$ cat src/rtl/rx_pkg.sv
// Shared constants for the serial-to-parallel receive path: byte width,
// comma pattern, lock/idle thresholds and FSM state codes.
package rx_pkg;

    localparam int unsigned BYTE_W = 8;

    localparam logic [BYTE_W-1:0] COMMA_DEF = 8'hBC;

    localparam int unsigned LOCK_COUNT_DEF = 4;
    localparam int unsigned IDLE_COUNT_DEF = 4;

    // Code 2'd3 is unused; the FSM treats it as HUNT.
    localparam logic [1:0] ST_HUNT   = 2'd0;
    localparam logic [1:0] ST_SYNC   = 2'd1;
    localparam logic [1:0] ST_ACTIVE = 2'd2;

    function automatic int unsigned min_u(input int unsigned a, input int unsigned b);
        return (a < b) ? a : b;
    endfunction

endpackage

$ cat src/rtl/comma_shift_detect.sv
// Serial shift register: presents the current 8-bit window (MSB first,
// newest bit in the LSB) and flags when that window equals the comma.
module comma_shift_detect
    import rx_pkg::*;
#(
    parameter logic [BYTE_W-1:0] COMMA = COMMA_DEF
) (
    input  logic              i_clk,
    input  logic              i_rst_n,
    input  logic              i_bit,
    output logic [BYTE_W-1:0] o_word_c,
    output logic              o_is_comma_c
);

    // Only the 7 older bits need storage; the newest bit is the live input.
    logic [BYTE_W-2:0] r_sr;

    assign o_word_c     = {r_sr, i_bit};
    assign o_is_comma_c = (o_word_c == COMMA);

    always_ff @(posedge i_clk or negedge i_rst_n) begin
        if (!i_rst_n) begin
            r_sr <= '0;
        end else begin
            r_sr <= o_word_c[BYTE_W-2:0];
        end
    end

endmodule

$ cat src/rtl/serial_paralelo_rx.sv
// Receive deserializer: hunts for the comma, locks after a run of aligned
// commas, then recovers bytes and reports idle runs on the locked link.
module serial_paralelo_rx
    import rx_pkg::*;
#(
    parameter logic [BYTE_W-1:0] COMMA      = COMMA_DEF,
    parameter int unsigned       LOCK_COUNT = LOCK_COUNT_DEF,
    parameter int unsigned       IDLE_COUNT = IDLE_COUNT_DEF
) (
    input  logic              clk_32f,
    input  logic              reset,
    input  logic              data_in,
    output logic [BYTE_W-1:0] data_out,
    output logic              valid_out,
    output logic              active_out,
    output logic              idle_out,
    output logic              byte_strobe
);

    localparam int unsigned BCW        = $clog2(BYTE_W);
    localparam int unsigned CW         = $clog2(LOCK_COUNT) + 1;
    localparam int unsigned IW         = $clog2(IDLE_COUNT) + 1;
    localparam int unsigned ENTRY_IDLE = min_u(LOCK_COUNT, IDLE_COUNT);

    localparam logic [CW-1:0]  LOCK_C         = CW'(LOCK_COUNT);
    localparam logic [IW-1:0]  IDLE_C         = IW'(IDLE_COUNT);
    localparam logic [IW-1:0]  ENTRY_IDLE_C   = IW'(ENTRY_IDLE);
    localparam logic           ENTRY_IDLE_OUT = (ENTRY_IDLE >= IDLE_COUNT);
    localparam logic [BCW-1:0] LAST_BIT       = BCW'(BYTE_W - 1);

    logic [1:0]        r_state;
    logic [BCW-1:0]    r_bit_cnt;
    logic [CW-1:0]     r_comma_cnt;
    logic [IW-1:0]     r_idle_cnt;
    logic [BYTE_W-1:0] r_data;
    logic              r_valid;
    logic              r_active;
    logic              r_idle;
    logic              r_strobe;

    logic [1:0]        w_nxt_state;
    logic [BCW-1:0]    w_nxt_bit_cnt;
    logic [CW-1:0]     w_nxt_comma_cnt;
    logic [IW-1:0]     w_nxt_idle_cnt;
    logic [BYTE_W-1:0] w_nxt_data;
    logic              w_nxt_valid;
    logic              w_nxt_active;
    logic              w_nxt_idle;
    logic              w_nxt_strobe;
    logic              w_enter_active;

    logic [BYTE_W-1:0] w_word;
    logic              w_is_comma;
    logic              w_boundary;
    logic [IW-1:0]     w_idle_inc;

    comma_shift_detect #(
        .COMMA (COMMA)
    ) u_detect (
        .i_clk        (clk_32f),
        .i_rst_n      (reset),
        .i_bit        (data_in),
        .o_word_c     (w_word),
        .o_is_comma_c (w_is_comma)
    );

    assign w_boundary = (r_bit_cnt == LAST_BIT);
    assign w_idle_inc = (r_idle_cnt >= IDLE_C) ? r_idle_cnt : r_idle_cnt + IW'(1);

    // Next-state and next-output decode.
    always_comb begin
        w_nxt_state     = r_state;
        w_nxt_bit_cnt   = r_bit_cnt;
        w_nxt_comma_cnt = r_comma_cnt;
        w_nxt_idle_cnt  = r_idle_cnt;
        w_nxt_data      = r_data;
        w_nxt_valid     = r_valid;
        w_nxt_active    = r_active;
        w_nxt_idle      = r_idle;
        w_nxt_strobe    = 1'b0;
        w_enter_active  = 1'b0;

        case (r_state)
            ST_SYNC: begin
                w_nxt_bit_cnt = r_bit_cnt + BCW'(1);
                if (w_boundary) begin
                    w_nxt_strobe = 1'b1;
                    if (w_is_comma) begin
                        w_nxt_comma_cnt = r_comma_cnt + CW'(1);
                        w_enter_active  = (w_nxt_comma_cnt >= LOCK_C);
                    end else begin
                        w_nxt_state     = ST_HUNT;
                        w_nxt_comma_cnt = '0;
                        w_nxt_bit_cnt   = '0;
                    end
                end
            end

            ST_ACTIVE: begin
                w_nxt_bit_cnt = r_bit_cnt + BCW'(1);
                if (w_boundary) begin
                    w_nxt_strobe = 1'b1;
                    if (w_is_comma) begin
                        w_nxt_valid    = 1'b0;
                        w_nxt_idle_cnt = w_idle_inc;
                        w_nxt_idle     = (w_idle_inc >= IDLE_C);
                    end else begin
                        w_nxt_data     = w_word;
                        w_nxt_valid    = 1'b1;
                        w_nxt_idle_cnt = '0;
                        w_nxt_idle     = 1'b0;
                    end
                end
            end

            default: begin
                // HUNT: bit-by-bit search; a match fixes the byte phase.
                w_nxt_bit_cnt = '0;
                if (w_is_comma) begin
                    w_nxt_comma_cnt = CW'(1);
                    if (LOCK_COUNT <= 1) begin
                        w_enter_active = 1'b1;
                    end else begin
                        w_nxt_state = ST_SYNC;
                    end
                end
            end
        endcase

        if (w_enter_active) begin
            w_nxt_state    = ST_ACTIVE;
            w_nxt_active   = 1'b1;
            w_nxt_idle_cnt = ENTRY_IDLE_C;
            w_nxt_idle     = ENTRY_IDLE_OUT;
        end
    end

    // State, counters and registered outputs.
    always_ff @(posedge clk_32f or negedge reset) begin
        if (!reset) begin
            r_state     <= ST_HUNT;
            r_bit_cnt   <= '0;
            r_comma_cnt <= '0;
            r_idle_cnt  <= '0;
            r_data      <= '0;
            r_valid     <= 1'b0;
            r_active    <= 1'b0;
            r_idle      <= 1'b0;
            r_strobe    <= 1'b0;
        end else begin
            r_state     <= w_nxt_state;
            r_bit_cnt   <= w_nxt_bit_cnt;
            r_comma_cnt <= w_nxt_comma_cnt;
            r_idle_cnt  <= w_nxt_idle_cnt;
            r_data      <= w_nxt_data;
            r_valid     <= w_nxt_valid;
            r_active    <= w_nxt_active;
            r_idle      <= w_nxt_idle;
            r_strobe    <= w_nxt_strobe;
        end
    end

    assign data_out    = r_data;
    assign valid_out   = r_valid;
    assign active_out  = r_active;
    assign idle_out    = r_idle;
    assign byte_strobe = r_strobe;

endmodule

$ cat config.mk
export PLATFORM = sky130hd
export DESIGN_NAME = serial_paralelo_rx
export DESIGN_NICKNAME = d
export VERILOG_FILES = /design/src/rtl/rx_pkg.sv /design/src/rtl/comma_shift_detect.sv /design/src/rtl/serial_paralelo_rx.sv
export SDC_FILE = /design/constraint.sdc
export NUM_CORES = 1
export LEC_CHECK = 0
export CORE_AREA = 2 2 58 60
export DETAILED_ROUTE_END_ITERATION = 12
export DIE_AREA = 0 0 60 62
export RECOVER_POWER = 50
export SYNTH_ARGS = -nofsm -noshare
export SYNTH_HDL_FRONTEND = slang
export SYNTH_SLANG_ARGS = --single-unit
$ cat constraint.sdc
create_clock -name clk_32f -period 4.5 [get_ports clk_32f]
set_clock_uncertainty 0.05 [all_clocks]
set_input_delay 0.9 -clock clk_32f [delete_from_list [all_inputs] [get_ports clk_32f]]
set_output_delay 0.9 -clock clk_32f [all_outputs]
set_load 0.02 [all_outputs]
==> results.yml, run 1 <==
outcome:
  status: "complete, but fails checks"
  violations: "capacitance limit, slew limit"
synthesis:
  synth-xor-area-share_pct: 0.647
  synth-compound-area-share_pct: 11.1
  synth_seq_cells: 30
  syn-num-nets: 128
  yosysWarnings: 0
  synth.area.mux_share_pct: 7.49
  synth_simple_gate_area_share_pct: 12.5
  syn_inst: 116
  synth-adder-area-share_pct: 8.32
  async_flop_share_pct: 100
  ys_types: 31
  syn-cell-area_mm2: 0.00135
  yosysSeqAreaShare_pct: 55.5
  synth_area_per_cell_um2: 11.7
  synth-edff-count: 0
  synthFlopType: "dfrtp_1"
  synth_top_family_by_area: "simple AND/OR/NAND/NOR gates"
final_layout:
  num_antenna_cells: 0
  stdcell_area_mm2: 0.00161
  finalNetCount: 146
  fillers: 293
  regArea_um2: 751
  syn_to_final_growth_pct: 18.9
  multiInputGateArea_um2: 542
  drive_above_1_share_pct: 13.3
placement:
  placed_area_mm2: 0.00154
  io_buffers: 14
  dp_hpwl_mm: 1.70
  gp_congestion: 0.773
sta:
  setup_tns_ns: 0
  hold_viol: 0
  finalCritPeriodShare_pct: 62.3
  tightest_slew_ns: 1.59
  fmax_mhz: 356
  fin_hold_ws_ns: 0.364
  rsz0062_at_grt: "false"
  max-slew-margin-rel_pct: -5.92
  period_minus_slack_ns: 2.81
  drv_slew: 31
  setup_viol: 0
setup_path:
  r2r_slack_ns: 2.38
  critPathSlowestCell: "or4b_1"
  critPathLaunchType: "input pin"
  critical_path.reg2reg.startpoint: "u_detect.r_sr[5]$_DFF_PN0_"
  r2r_cells: 4
  worstPathArrival_ns: 2.98
  cpPeakStageDelay_ns: 0.60
  r2r-end: "data_out[7]$_DFFE_PN0P_"
  cp_max_fo: 7
  crit_type: "in2reg"
  required_ns: 4.68
  worstPathCellList: "dlygate4sd3_1, or4b_1, or2_1, nand3_2, mux2_2"
  critical_path.endpoint_type: "register"
routing:
  dr.pass1.iters: 4
  dr.first_iter.drc_count: 20
  wl_mm: 2.42
  routedWlPerCell_um: 13.4
  vias_per_cell: 5.03
  via_count: 910
  ant_nets: 0
  drc: 0
floorplan:
  io_pins: 15
  rows: 21
  die_w_um: 60
  dieArea_mm2: 0.00372
  dieHeight_um: 62
  coreArea_mm2: 0.00318
  initial_utilization_pct: 42.6
hold_path:
  min_to: "u_detect.r_sr[3]$_DFF_PN0_"
  min_path_cells: 0
  min_from: "u_detect.r_sr[2]$_DFF_PN0_"
  hold_path.class: "reg2reg"
grt:
  grt_pass1_vias: 932
  grt_use_total_pct: 15.4
  grt_pass1_wl_mm: 4.13
  grt.overflow.total: 0
  antenna_found_initial: 0
  grt_max_degree: 31
clock_network:
  cts_resized: 0
  clkLatencyLatePin_ns: 0.33
  cts_root_buf: "clkbuf_4"
  cts_made_buffers: 5
  cts_num_sinks: 30
  cts_htree_levels: 2
  cts_setup_buffers: 0
  ctsLongestPathBuffers: 2
  cts_tree: "built"
  postCtsHoldBufs: 0
  clk_pin_slew_ns: 0.10
power_and_ir_drop:
  power.leakage_nw: 0.706
  power_density_mw_per_mm2: 348
  power.total_uw: 560
  ir_drop_v: 0.000206
flow_run:
  maxCapViolations: 1
## cell families (layout without fill, tap and decap cells)
group,after synthesis,count (layout)
AO/OA/AOI/OAI,23,23
XOR/XNOR,1,1
adder cells (fa/ha/maj),9,9
buffers and inverters,14,33
flip-flops,30,30
multiplexers,9,9
AND/OR/NAND/NOR,30,30
## worst max-delay path, delay by kind of cell
family / cells / cell delay, ns
mux: 1 / 0.35
buf+inv: 1 / 0.57
simple gates: 3 / 1.16
## synthesized netlist by cell type (2+ instances only)
library cell	count	area share (%)
nand2_1	5	1.4
nand3_1	2	0.74
o31ai_1	3	1.7
nor2_1	9	2.5
nand4_1	2	0.92
a22o_1	2	1.3
inv_1	10	2.8
dfrtp_1	30	55
nor3_1	4	1.5
o21ai_0	7	2.6
a31oi_1	2	0.92
clkbuf_1	2	0.55
ha_1	9	8.3
mux2_2	9	7.5
a21oi_1	3	1.1
nor2b_1	2	0.92
## how the worst max path moves through the flow
stage | startpoint | to | slack [ns] | depth (start not counted)
global route | data_in | r_idle_cnt[0]$_DFFE_PN0P_ | 1.63 | 5
global placement | data_in | data_out[2]$_DFFE_PN0P_ | 1.51 | 5
floorplan | data_in | data_out[2]$_DFFE_PN0P_ | 2.00 | 6
CTS | data_in | data_out[5]$_DFFE_PN0P_ | 1.82 | 5
detailed placement | data_in | data_out[5]$_DFFE_PN0P_ | 1.47 | 5
finish | data_in | data_out[7]$_DFFE_PN0P_ | 1.69 | 5
## power breakdown
group | total, mW | internal (mW) | leakage (nW) | switching (mW)
clock network | 0.214 | 0.117 | 0.0385 | 0.0965
registers | 0.293 | 0.281 | 0.389 | 0.0114
logic | 0.0539 | 0.0210 | 0.279 | 0.0329
total | 0.560 | 0.420 | 0.706 | 0.141
## sequential cells by signal, indices dropped and copies added, names as in the netlist
signal         flops
data_out           8
r_state            2
byte_strobe        1
r_bit_cnt          3
u_detect.r_sr      7
r_idle_cnt         3
active_out         1
r_comma_cnt        3
idle_out           1
valid_out          1
## routing by layer
| layer | vias to the layer above | GRT usage (%) | wire, um |
|---|---|---|---|
| met2 | 20 | 23.9 | 1110 |
| met4 | 0 | 7.30 | 42 |
| met5 | - | 0 | 0 |
| met1 | 446 | 18.2 | 1130 |
| li1 | 440 | - | - |
| met3 | 4 | 7.04 | 134 |
## stage by stage
step / utilization, % / instances / setup slack, ns
final: 50.6 / 181 / 1.69
after global routing: 50.6 / 181 / 1.63
after CTS: 50.8 / 181 / 1.82
after detailed placement: 48.3 / 173 / 1.47
after global placement: 48.3 / 173 / 1.51
after floorplan: - / 116 / 2.00
## area by class of cell
type / instances / area share [%]
well taps: 46 / 3.57
repair buffers: 15 / 8.94
inverters: 10 / 2.33
flip-flops and latches: 30 / 46.6
clock inverters: 2 / 2.33
multi-input cells: 72 / 33.6
clock buffers: 6 / 2.56
## cell usage in the layout (no fill, tap or decap), types with 2 or more instances in the layout
| cell | n |
|---|---|
| nor2_1 | 9 |
| nand2_1 | 5 |
| nand4_1 | 2 |
| nor2b_1 | 2 |
| o31ai_1 | 3 |
| inv_1 | 10 |
| nand3_1 | 2 |
| a22o_1 | 2 |
| mux2_2 | 9 |
| dfrtp_1 | 30 |
| clkbuf_1 | 2 |
| ha_1 | 9 |
| a21oi_1 | 3 |
| o21ai_0 | 7 |
| clkbuf_4 | 5 |
| dlygate4sd3_1 | 2 |
| clkdlybuf4s50_1 | 12 |
| nor3_1 | 4 |
| a31oi_1 | 2 |
No activity file was read; power rests on OpenSTA's default activity.
==> run 2, diff against run 1 <==
Clock period 4.5 ns to 2.9 ns, I/O delays scaled along.
==> run 2 against run 1 <==
Compared with the run above:
- total power rose by 43%
- clock power rose by 24%
- largest cell class unchanged
- hold slack got worse by 0.012 ns
- design area fell by 0.93%
- the flow still finishes with violations (capacitance limit, slew limit)
- via count rose by 1.5%
- highest routed layer unchanged
- largest power group unchanged
==> results.yml, run 2 (synthesized netlist as in run 1, its figures left out) <==
sta:
  fmax_mhz: 404
  setup_tns_ns: 0
  setup_viol: 0
  max-slew-margin-rel_pct: -4.30
  hold_viol: 0
  drv_slew: 31
  rsz0062_at_grt: "false"
  period_minus_slack_ns: 2.48
  finalCritPeriodShare_pct: 85.4
  fin_hold_ws_ns: 0.353
  tightest_slew_ns: 1.56
placement:
  io_buffers: 14
  dp_hpwl_mm: 1.65
  gp_congestion: 0.734
  placed_cells: 173
setup_path:
  worstPathArrival_ns: 2.65
  worstPathCellList: "dlygate4sd3_1, or4b_1, or2_1, nand3_2, mux2_2"
  cp_max_fo: 7
  required_ns: 3.07
  critical_path.reg2reg.startpoint: "u_detect.r_sr[5]$_DFF_PN0_"
  worst-path-buf-inv: 1
  r2r_cells: 4
  r2r_slack_ns: 0.78
  critical_path.endpoint_type: "register"
  cpLargestDelayFamily: "simple AND/OR/NAND/NOR gates"
  cpPeakStageDelay_ns: 0.59
  critPathSlowestCell: "or4b_1"
  crit_type: "in2reg"
  critPathLaunchType: "input pin"
  r2r-end: "data_out[3]$_DFFE_PN0P_"
floorplan:
  dieHeight_um: 62
  dieArea_mm2: 0.00372
  die_w_um: 60
  io_pins: 15
  initial_utilization_pct: 42.6
  rows: 21
  coreArea_mm2: 0.00318
grt:
  grt_pass1_vias: 886
  grt.overflow.total: 0
  grt_max_degree: 31
  gr-usage-met2_pct: 25.3
  antenna_found_initial: 0
  grtUsageMet1_pct: 19.8
  grt_use_total_pct: 16.3
  grt_pass1_wl_mm: 4.24
  busiest_layer: "met2"
  use_met3_pct: 4.14
power_and_ir_drop:
  ir_drop_v: 0.000354
  power.total_uw: 803
  power.leakage_nw: 0.702
  power_density_mw_per_mm2: 503
final_layout:
  finalNetCount: 146
  fin_cells: 181
  num_antenna_cells: 0
  mostFrequentLayoutCell: "dfrtp_1"
  fin_util_pct: 50.2
  final_cell_mix: "30 x dfrtp_1, 12 x clkdlybuf4s50_1, 10 x inv_1"
  largest_reg_flops: 8
  drive_above_1_share_pct: 14.1
  syn_to_final_growth_pct: 17.8
clock_network:
  cts_htree_levels: 2
  cts_setup_buffers: 0
  cts_tree: "built"
  cts_resized: 0
  cts_made_buffers: 5
  cts_root_buf: "clkbuf_4"
  cts_num_sinks: 30
  clk_pin_slew_ns: 0.09
  postCtsHoldBufs: 0
  clkLatencyLatePin_ns: 0.33
  ctsLongestPathBuffers: 2
routing:
  drc: 0
  wl_mm: 2.37
  ant_nets: 0
  via_count: 924
  routedWlPerCell_um: 13.1
  dr.first_iter.drc_count: 13
  dr.pass1.iters: 4
  vias_per_cell: 5.10
hold_path:
  hold_path.class: "reg2reg"
  min_path_cells: 0
  min_to: "u_detect.r_sr[3]$_DFF_PN0_"
  min_from: "u_detect.r_sr[2]$_DFF_PN0_"
flow_run:
  maxCapViolations: 1
outcome:
  violations: "capacitance limit, slew limit"
  status: "complete, but fails checks"
-- run 2: through the flow --
step / worst slack, ns / area [um^2]
3_3_place_gp: 0.237 / 1540
3_5_place_dp: 0.183 / 1540
5_1_grt: 0.347 / 1600
2_1_floorplan: 0.721 / 1350
6_report: 0.423 / 1600
4_1_cts: 0.547 / 1600
-- run 2: how the worst max path moves through the flow --
stage / end / cells after the start / slack (ns) / from
final: data_out[3]$_DFFE_PN0P_ / 5 / 0.42 / data_in
after global routing: data_out[6]$_DFFE_PN0P_ / 5 / 0.35 / data_in
after CTS: data_out[3]$_DFFE_PN0P_ / 5 / 0.55 / data_in
after detailed placement: data_out[3]$_DFFE_PN0P_ / 5 / 0.18 / data_in
after global placement: data_out[2]$_DFFE_PN0P_ / 5 / 0.24 / data_in
after floorplan: data_out[2]$_DFFE_PN0P_ / 6 / 0.72 / data_in
-- run 2: power breakdown --
group / internal, mW / switching [mW] / leakage (nW)
clock: 0.116 / 0.149 / 0.0343
sequential: 0.437 / 0.0170 / 0.389
combinational: 0.0335 / 0.0503 / 0.279
-- run 2: worst register-to-register path, cell delays in order, from the launching register on --
cell and delay (ns):
dfrtp_1 0.41, or4b_1 0.64, or2_1 0.37, nand3_2 0.19
mux2_2 0.36
-- run 2: cell type report --
class                      instances  area, um^2
clock buffer                       6        51.3
clock inverter                     2        12.5
fill                             283        1580
inverter                          10        37.5
multi-input combinational         72         542
sequential                        30         751
tap                               46        57.6
timing repair buffer              15         144
-- run 2: layer usage --
| metal | routed length, um | vias to the layer above | share of wire [%] |
|---|---|---|---|
| met1 | 1070 | 458 | 45 |
| met5 | 0 | - | 0 |
| met2 | 1120 | 16 | 47 |
| met4 | 74 | 0 | 3.1 |
| li1 | - | 442 | - |
| met3 | 96 | 8 | 4.1 |
==> run 3, diff against run 2 <==
Settings changed: CORE_AREA 2 2 58 60 to 2 2 54 56, DIE_AREA 0 0 60 62 to 0 0 56 58, PLACE_DENSITY set to 0.73.
==> run 3 against run 2 <==
Compared with the run above:
- final cell count shrank 8.3%
- sequential share of layout area rose by 0.67 points
- global-route usage rose by 1.6 points
- first-iteration DRC count rose by 23%
- critical path type unchanged
- fmax increased by 0.50%
- the flow still finishes with violations (capacitance limit, slew limit)
- critical endpoint unchanged
- core utilization increased by 8.9 points
- sequential power about the same
==> results.yml, run 3 (synthesized netlist as in run 1, its figures left out) <==
power_and_ir_drop:
  p_sw_uw: 208
  ir_drop_v: 0.000435
  power_density_mw_per_mm2: 505
  p_seq_share_pct: 57.1
  combPwrFrac_pct: 10.4
  clock_power_share_pct: 32.5
  internal-power_uw: 587
  power.leakage_nw: 0.703
  swShare_pct: 26.2
sta:
  drv_slew: 31
  max-slew-margin-rel_pct: -3.26
  setup_viol: 0
  setup_tns_ns: 0
  tightest_slew_ns: 1.55
  finalCritPeriodShare_pct: 85.0
  fmax_mhz: 406
  hold_viol: 0
  period_minus_slack_ns: 2.46
  rsz0062_at_grt: "false"
clock_network:
  cts_made_buffers: 5
  cts_root_buf: "clkbuf_4"
  ctsLongestPathBuffers: 2
  clk_pin_slew_ns: 0.09
  cts_resized: 0
  cts_num_sinks: 30
  postCtsHoldBufs: 0
  cts_tree: "built"
  clkLatencyLatePin_ns: 0.33
  cts_setup_buffers: 0
  cts_htree_levels: 2
floorplan:
  io_pins: 15
  rows: 19
  dieArea_mm2: 0.00325
  initial_utilization_pct: 50.8
  die_w_um: 56
  dieHeight_um: 58
  coreArea_mm2: 0.00266
routing:
  drc: 0
  wl_mm: 2.41
  vias_per_cell: 5.48
  dr.first_iter.drc_count: 16
  routedWlPerCell_um: 14.5
  via_count: 909
  dr.pass1.iters: 4
  ant_nets: 0
setup_path:
  required_ns: 3.08
  cp_max_fo: 7
  worstPathArrival_ns: 2.64
  critical_path.endpoint_type: "register"
  critPathLaunchType: "input pin"
  crit_type: "in2reg"
outcome:
  status: "complete, but fails checks"
  violations: "capacitance limit, slew limit"
placement:
  dp_hpwl_mm: 1.69
  io_buffers: 14
  placed_area_mm2: 0.00152
  gp_congestion: 0.834
final_layout:
  syn_to_final_growth_pct: 16.2
  num_antenna_cells: 0
  drive_above_1_share_pct: 13.3
  final_cell_mix: "30 x dfrtp_1, 12 x clkdlybuf4s50_1, 10 x inv_1"
  fin_util_pct: 59.1
  stdcell_area_mm2: 0.00157
  finalNetCount: 146
  largest_reg_flops: 8
  mostFrequentLayoutCell: "dfrtp_1"
grt:
  grt_max_degree: 31
  grt_use_total_pct: 17.9
  grt_pass1_wl_mm: 4.35
  grt_pass1_vias: 971
  grt.overflow.total: 0
  antenna_found_initial: 0
hold_path:
  hold_path.class: "reg2reg"
flow_run:
  maxCapViolations: 1
-- run 3: cell types whose count changed in the layout (fill, tap and decap cells not counted) --
cell	change
clkbuf_1	+1
clkinvlp_4	-1
-- run 3: through the flow --
step	power, mW	setup slack (ns)	hold slack (ns)	cells
detailed placement	0.546	0.202	0.344	158
global route	0.830	0.360	0.376	166
CTS	0.803	0.567	0.359	166
floorplan	0.515	0.721	0.234	116
finish	0.795	0.436	0.365	166
global placement	0.541	0.250	0.335	158
-- run 3: layout make-up --
cell class                 count  area (um^2)
clock buffer                   7         55.1
clock inverter                 1         5.00
fill                         233         1090
inverter                      10         37.5
multi-input combinational     72          542
sequential                    30          751
tap                           31         38.8
timing repair buffer          15          144
-- run 3: power groups by stage --
stage,clock [mW],sequential [mW],combinational [mW]
2_1_floorplan,0,0.458,0.0571
5_1_grt,0.279,0.456,0.0946
6_report,0.258,0.454,0.0823
4_1_cts,0.264,0.454,0.0847
3_5_place_dp,0,0.462,0.0838
3_3_place_gp,0,0.461,0.0805
-- run 3: worst max-delay path: stages --
cell	delay (ns)
dlygate4sd3_1	0.56
or4b_1	0.58
or2_1	0.37
nand3_2	0.19
mux2_2	0.35
-- run 3: metal layers --
layer  global-route usage [%]  part of all wire [%]
met3                     8.04                   5.5
met5                        0                     0
met1                     21.8                    46
met2                     27.9                    46
met4                     7.14                   2.0
-- run 3: path summary, 6_finish.rpt --
kind | slack [ns] | cells after the start | start | to
max in group asynchronous | 0.80 | 2 | reset | active_out$_DFFE_PN0P_
min in group asynchronous | 1.10 | 2 | reset | r_bit_cnt[1]$_DFF_PN0_
min reg2reg | 0.36 | 0 | u_detect.r_sr[1]$_DFF_PN0_ | u_detect.r_sr[2]$_DFF_PN0_
min | 0.36 | 0 | u_detect.r_sr[1]$_DFF_PN0_ | u_detect.r_sr[2]$_DFF_PN0_
max | 0.44 | 5 | data_in | data_out[3]$_DFFE_PN0P_
max reg2reg | 0.79 | 4 | u_detect.r_sr[5]$_DFF_PN0_ | data_out[3]$_DFFE_PN0P_
